[src/rtl/alu_issue_stage.sv]
// alu_issue_stage: execute-stage wrapper in front of a 32-bit combinational ALU.
// Decodes aluop/funct into the 3-bit ALU control code, registers operands and
// control into S0 (which drives the ALU directly), then captures the ALU result
// into S1 (which drives the out_* ports). Two-stage, fully back-pressured,
// one op per cycle.
//
// Ports:
//   clk, rst_n                 clock, async active-low reset
//   in_valid/in_ready          input handshake
//   in_aluop, in_funct         main-decoder op class, R-type funct
//   in_a, in_b                 operands
//   alu_a, alu_b, alu_control  S0 outputs driven into the ALU
//   alu_result, alu_zero       combinational return from the ALU
//   out_valid/out_ready        output handshake
//   out_result, out_zero       registered ALU result and zero flag
//   out_illegal                op had an undecodable aluop/funct
//   illegal_cnt                saturating count of illegal ops delivered
module alu_issue_stage #(
  parameter int unsigned WIDTH = 32,
  parameter int unsigned CNT_W = 16
) (
  input  logic             clk,
  input  logic             rst_n,
  input  logic             in_valid,
  output logic             in_ready,
  input  logic [1:0]       in_aluop,
  input  logic [5:0]       in_funct,
  input  logic [WIDTH-1:0] in_a,
  input  logic [WIDTH-1:0] in_b,
  output logic [WIDTH-1:0] alu_a,
  output logic [WIDTH-1:0] alu_b,
  output logic [2:0]       alu_control,
  input  logic [WIDTH-1:0] alu_result,
  input  logic             alu_zero,
  output logic             out_valid,
  input  logic             out_ready,
  output logic [WIDTH-1:0] out_result,
  output logic             out_zero,
  output logic             out_illegal,
  output logic [CNT_W-1:0] illegal_cnt
);

  localparam logic [2:0] CTL_AND = 3'b000;
  localparam logic [2:0] CTL_OR  = 3'b001;
  localparam logic [2:0] CTL_ADD = 3'b010;
  localparam logic [2:0] CTL_SUB = 3'b110;
  localparam logic [2:0] CTL_SLT = 3'b111;

  localparam logic [CNT_W-1:0] CNT_MAX = {CNT_W{1'b1}};

  logic [2:0]       dec_ctl;
  logic             dec_illegal;

  logic             s0_valid;
  logic [WIDTH-1:0] s0_a;
  logic [WIDTH-1:0] s0_b;
  logic [2:0]       s0_ctl;
  logic             s0_illegal;

  logic             s1_valid;
  logic [WIDTH-1:0] s1_result;
  logic             s1_zero;
  logic             s1_illegal;

  logic             s1_adv;
  logic             s0_adv;
  logic             in_fire;
  logic             out_fire;

  // aluop/funct decode; illegal ops fall back to add so the ALU sees a defined code
  always_comb begin
    dec_ctl     = CTL_ADD;
    dec_illegal = 1'b0;
    unique case (in_aluop)
      2'b00: dec_ctl = CTL_ADD;
      2'b01: dec_ctl = CTL_SUB;
      2'b10: begin
        case (in_funct)
          6'b100000: dec_ctl = CTL_ADD;
          6'b100010: dec_ctl = CTL_SUB;
          6'b100100: dec_ctl = CTL_AND;
          6'b100101: dec_ctl = CTL_OR;
          6'b101010: dec_ctl = CTL_SLT;
          default:   dec_illegal = 1'b1;
        endcase
      end
      default: dec_illegal = 1'b1;
    endcase
  end

  // Flow control; in_ready is independent of in_valid
  assign s1_adv   = !s1_valid || out_ready;
  assign s0_adv   = s0_valid && s1_adv;
  assign in_ready = !s0_valid || s1_adv;
  assign in_fire  = in_valid && in_ready;
  assign out_fire = s1_valid && out_ready;

  // S0: operand/control register feeding the ALU
  always_ff @(posedge clk or negedge rst_n) begin
    if (!rst_n) begin
      s0_valid   <= 1'b0;
      s0_a       <= '0;
      s0_b       <= '0;
      s0_ctl     <= CTL_ADD;
      s0_illegal <= 1'b0;
    end else begin
      if (in_fire) begin
        s0_valid   <= 1'b1;
        s0_a       <= in_a;
        s0_b       <= in_b;
        s0_ctl     <= dec_ctl;
        s0_illegal <= dec_illegal;
      end else if (s0_adv) begin
        s0_valid <= 1'b0;
      end
    end
  end

  // S1: result register; illegal ops deliver a zeroed result
  always_ff @(posedge clk or negedge rst_n) begin
    if (!rst_n) begin
      s1_valid   <= 1'b0;
      s1_result  <= '0;
      s1_zero    <= 1'b0;
      s1_illegal <= 1'b0;
    end else begin
      if (s0_adv) begin
        s1_valid   <= 1'b1;
        s1_result  <= s0_illegal ? '0 : alu_result;
        s1_zero    <= s0_illegal ? 1'b0 : alu_zero;
        s1_illegal <= s0_illegal;
      end else if (out_ready) begin
        s1_valid <= 1'b0;
      end
    end
  end

  // Saturating count of illegal ops handed to the consumer
  always_ff @(posedge clk or negedge rst_n) begin
    if (!rst_n) begin
      illegal_cnt <= '0;
    end else if (out_fire && s1_illegal && (illegal_cnt != CNT_MAX)) begin
      illegal_cnt <= illegal_cnt + CNT_W'(1);
    end
  end

  assign alu_a       = s0_a;
  assign alu_b       = s0_b;
  assign alu_control = s0_ctl;

  assign out_valid   = s1_valid;
  assign out_result  = s1_result;
  assign out_zero    = s1_zero;
  assign out_illegal = s1_illegal;

endmodule

[config.mk]
export PLATFORM = sky130hd
export DESIGN_NAME = alu_issue_stage
export DESIGN_NICKNAME = d
export VERILOG_FILES = /design/src/rtl/alu_issue_stage.sv
export SDC_FILE = /design/constraint.sdc
export NUM_CORES = 1
export LEC_CHECK = 0
export BUFFER_PORTS_ARGS = -buffer_cell sky130_fd_sc_hd__buf_2
export CORE_ASPECT_RATIO = 0.8
export CORE_MARGIN = 2
export CORE_UTILIZATION = 42
export DETAILED_ROUTE_END_ITERATION = 8
export PLACE_DENSITY_LB_ADDON = 0.3
export SYNTH_ARGS = -nofsm -noshare
export SYNTH_HDL_FRONTEND = slang
export SYNTH_SLANG_ARGS = --single-unit
[constraint.sdc]
create_clock -name clk -period 1.5 [get_ports clk]
set_input_delay 0.075 -clock clk [delete_from_list [all_inputs] [get_ports clk]]
set_output_delay 0.075 -clock clk [all_outputs]
set_load 0.05 [all_outputs]
==> flow_metrics.tcl <==
set metrics [dict create \
    number_of_enable_flip_flop_cells_after_synthesis 0 \
    slew_viol_final 0 \
    sequential_to_total_area_share_from_yosys_stat_pct 60.7 \
    synthesis.area_sq_um 4950 \
    final_setup_viols 2 \
    grt_pass1_vias 4732 \
    grt_remaining_overflow 0 \
    post-route-min-period_ps 1520 \
    vias 4337 \
    setup.reg_to_reg.worst_slack_ps -20 \
    nets 858 \
    crit_path_start_kind "flop" \
    synth_commonest_cells "119 x sky130_fd_sc_hd__dfrtp_1, 68 x sky130_fd_sc_hd__mux2_2, 44 x sky130_fd_sc_hd__nand2_1" \
    synth_cell_types 34 \
    p_int_w 0.00775 \
    initial_utilization_pct 43.0 \
    timing.final.ws_setup_ps -16.5 \
    rsz_0062_raised_after_global_routing "yes" \
    yosys_warnings 0 \
    synth_area_per_cell_sq_um 12.6 \
    totalNegativeSetupSlack_ps -29.3 \
    clk_latency_ps 400 \
    tritoncts_num_sinks 120 \
    worst_ep_required_time_ps 1790 \
    tritoncts "yes" \
    layout_worst_path_cycle_share_pct 101 \
    number_of_antenna_violations_at_the_first_check_in_global_routing 0 \
    power.clock.fraction_pct 34.7 \
    yosys.area.top_type_share_pct 60.1 \
    cts_max_level 4 \
    synth.area.top_cells "sky130_fd_sc_hd__dfrtp_1 60%, sky130_fd_sc_hd__mux2_2 15%, sky130_fd_sc_hd__nand2b_1 4.8%, sky130_fd_sc_hd__o21ai_0 3.8%, sky130_fd_sc_hd__nand2_1 3.3%" \
    fin_skew_ps 5.73 \
    wire_per_inst_microns 15.7 \
    holdCritPathClass "input pin to flop" \
    place_worst_setup_slack_ps -3.23 \
    drt_iter0_markers 175 \
    final_cells 906 \
    comb_power_share_pct 31.8 \
    grt_max_degree 59 \
    tritoncts.num_buffers 17 \
    critPathMaxFanout 3 \
    synth_fp_nets 505 \
    cts.clk_slew.worst_paths_ps 50 \
    critical_path_class "flop to flop" \
    global_route_usage_over_all_layers_pct 22.9 \
    floorplan.die_area_sq_um 12700 \
    violated_checks "negative setup slack" \
    max_clock_freq_mhz 659 \
    share_seq_of_total_power_pct 33.5 \
    synth_seq_cells 120 \
    drt-pass1-iter-count 4 \
    final.hold.worst_slack_ps 9.56 \
    synth_top_cell_by_area "sky130_fd_sc_hd__dfrtp_1" \
    critPathArrivalTime_ps 1800 \
    synthFlopType "sky130_fd_sc_hd__dfrtp_1" \
    hold_viol_final 0 \
    multi_input_area_sq_um 1900 \
    avgViaCountPerCell 4.79 \
    endpoint_kind "flop" \
    hpwl_after_detailed_placement_mm 8.96 \
    post-layout-total-power_w 0.0121 \
    grt_pass1_wl_mm 22.9 \
    placer_congestion 0.836 \
    layout-area-overhead-vs-synth_pct 64.6 \
    sequential_cell_area_sq_um 3030 \
    drive_above_1_share_pct 50.1 \
    drc_errors 0 \
    fraction_of_synthesis_flops_using_an_asynchronous_set_or_reset_pin_pct 100 \
    total_leakage_power_nw 3.97 \
    synth_cells 392 \
    clockRootBuffer "sky130_fd_sc_hd__clkbuf_16" \
    tightestPinTransition_ps 328 \
    outcome "complete, but fails checks" \
    filler_cell_count 810 \
    relSlewSlack_pct 78.2 \
    total_switching_power_w 0.00437 \
    place_inst 772 \
    ant_nets 0 \
    pwr_density_cell_nw_per_um2 1490 \
    wl_mm 14.2 \
    antennaDiodeCount 0 \
    power.switching_fraction_pct 36.1 \
    ir_drop_mv 0.789 \
    num_rows 35 \
    design.portCount 228 \
    io_buffers 227 \
    floorplan_die_height_microns 101 \
    core_sq_um 11500 \
    yosys.cell_count.top_type "sky130_fd_sc_hd__dfrtp_1" \
    cts-root-to-sink-buffers 2 \
    die_width_microns 125 \
    maxCapViolCount 0 \
]
## what timing repair did
action | 4_1_cts | 5_1_grt
hold endpoints to repair | 218 | 0
setup buffers | 1 | 1
resized for setup | 0 | 1
pin swaps | 1 | 2
hold buffers | 100 | 0
endpoints found under the setup margin | 7 | 4
## power by group through the flow
stage	Sequential [W]	Combinational, W	Clock (W)
global placement	0.00407	0.00357	0
floorplan	0.00588	0.000777	0
finish	0.00406	0.00386	0.00420
CTS	0.00406	0.00385	0.00429
global route	0.00413	0.00406	0.00445
detailed placement	0.00411	0.00362	0
## metal layers
metal | wire, microns | part of all wire (%) | up-vias | global-route usage (%)
li1 | - | - | 2062 | -
met1 | 5500 | 39 | 2090 | 25.4
met2 | 7570 | 53 | 153 | 42.4
met3 | 812 | 5.7 | 32 | 5.89
met4 | 351 | 2.5 | 0 | 9.49
met5 | 0 | 0 | - | 0
## critical path, cell delays in order (launching register included)
cell	delay (ps)
sky130_fd_sc_hd__dfrtp_2	390
sky130_fd_sc_hd__ha_4	140
sky130_fd_sc_hd__buf_4	100
sky130_fd_sc_hd__nand3_1	80
sky130_fd_sc_hd__nor2_1	250
sky130_fd_sc_hd__nand3_1	150
sky130_fd_sc_hd__mux2_2	290
## cells in the final DEF, fill, tap and decap left out, types with 4 or more instances in the layout
cell and instances:
sky130_fd_sc_hd__o21ai_1 5, sky130_fd_sc_hd__nor2_1 4, sky130_fd_sc_hd__dlygate4sd3_1 100, sky130_fd_sc_hd__nand2b_1 38, sky130_fd_sc_hd__o21ai_0 34, sky130_fd_sc_hd__nand3_1 9
sky130_fd_sc_hd__dfrtp_2 17, sky130_fd_sc_hd__nand2_1 42, sky130_fd_sc_hd__nand4_1 7, sky130_fd_sc_hd__xnor2_1 9, sky130_fd_sc_hd__buf_4 19, sky130_fd_sc_hd__buf_2 226
sky130_fd_sc_hd__bufinv_16 4, sky130_fd_sc_hd__clkbuf_16 17, sky130_fd_sc_hd__buf_12 7, sky130_fd_sc_hd__dfrtp_1 102, sky130_fd_sc_hd__mux2_2 65
## sequential cells by signal, summed over array words and instances (netlist names)
register     cells
alu_a           32
s0_illegal       1
out_valid        1
alu_control      3
s0_valid         1
illegal_cnt     16
out_zero         1
out_result      32
alu_b           32
out_illegal      1
## metrics by stage
step	utilization [%]	cell area (sq um)
floorplan	-	5060
global placement	56.5	6510
detailed placement	56.5	6510
finish	70.8	8150
CTS	70.7	8140
global route	70.8	8150
## cells by family (layout without fill, tap and decap cells)
logic type | after synthesis | in the layout | share of synthesized area (%)
fa+ha+maj | 4 | 4 | 1.01
simple gates | 119 | 119 | 13.2
mux | 69 | 69 | 15.7
flops | 120 | 120 | 60.7
buf+inv | 21 | 387 | 1.82
xor+xnor | 11 | 11 | 1.95
compound gates | 48 | 48 | 5.66
## cell type report
| class | count | area share (%) |
|---|---|---|
| clock buffer | 20 | 5.36 |
| clock inverter | 12 | 2.16 |
| inverter | 3 | 0.138 |
| multi-input combinational | 251 | 23.3 |
| sequential | 120 | 37.1 |
| tap | 148 | 2.27 |
| timing repair buffer | 352 | 29.6 |
## worst paths after layout
kind                                       startpoint                          end  cells past startpoint
max in group asynchronous                       rst_n        alu_b[28]$_DFFE_PN0P_                      3
setup reg to reg           illegal_cnt[1]$_DFFE_PN0P_  illegal_cnt[12]$_DFFE_PN0P_                      6
setup / recovery           illegal_cnt[1]$_DFFE_PN0P_  illegal_cnt[12]$_DFFE_PN0P_                      6
min in group asynchronous                       rst_n   out_result[14]$_DFFE_PN0P_                      2
hold / removal                              out_ready        out_valid$_DFFE_PN0P_                      3
hold reg to reg            alu_control[1]$_DFFE_PN1P_   alu_control[1]$_DFFE_PN1P_                      2
(Power assumes the default switching activity.)
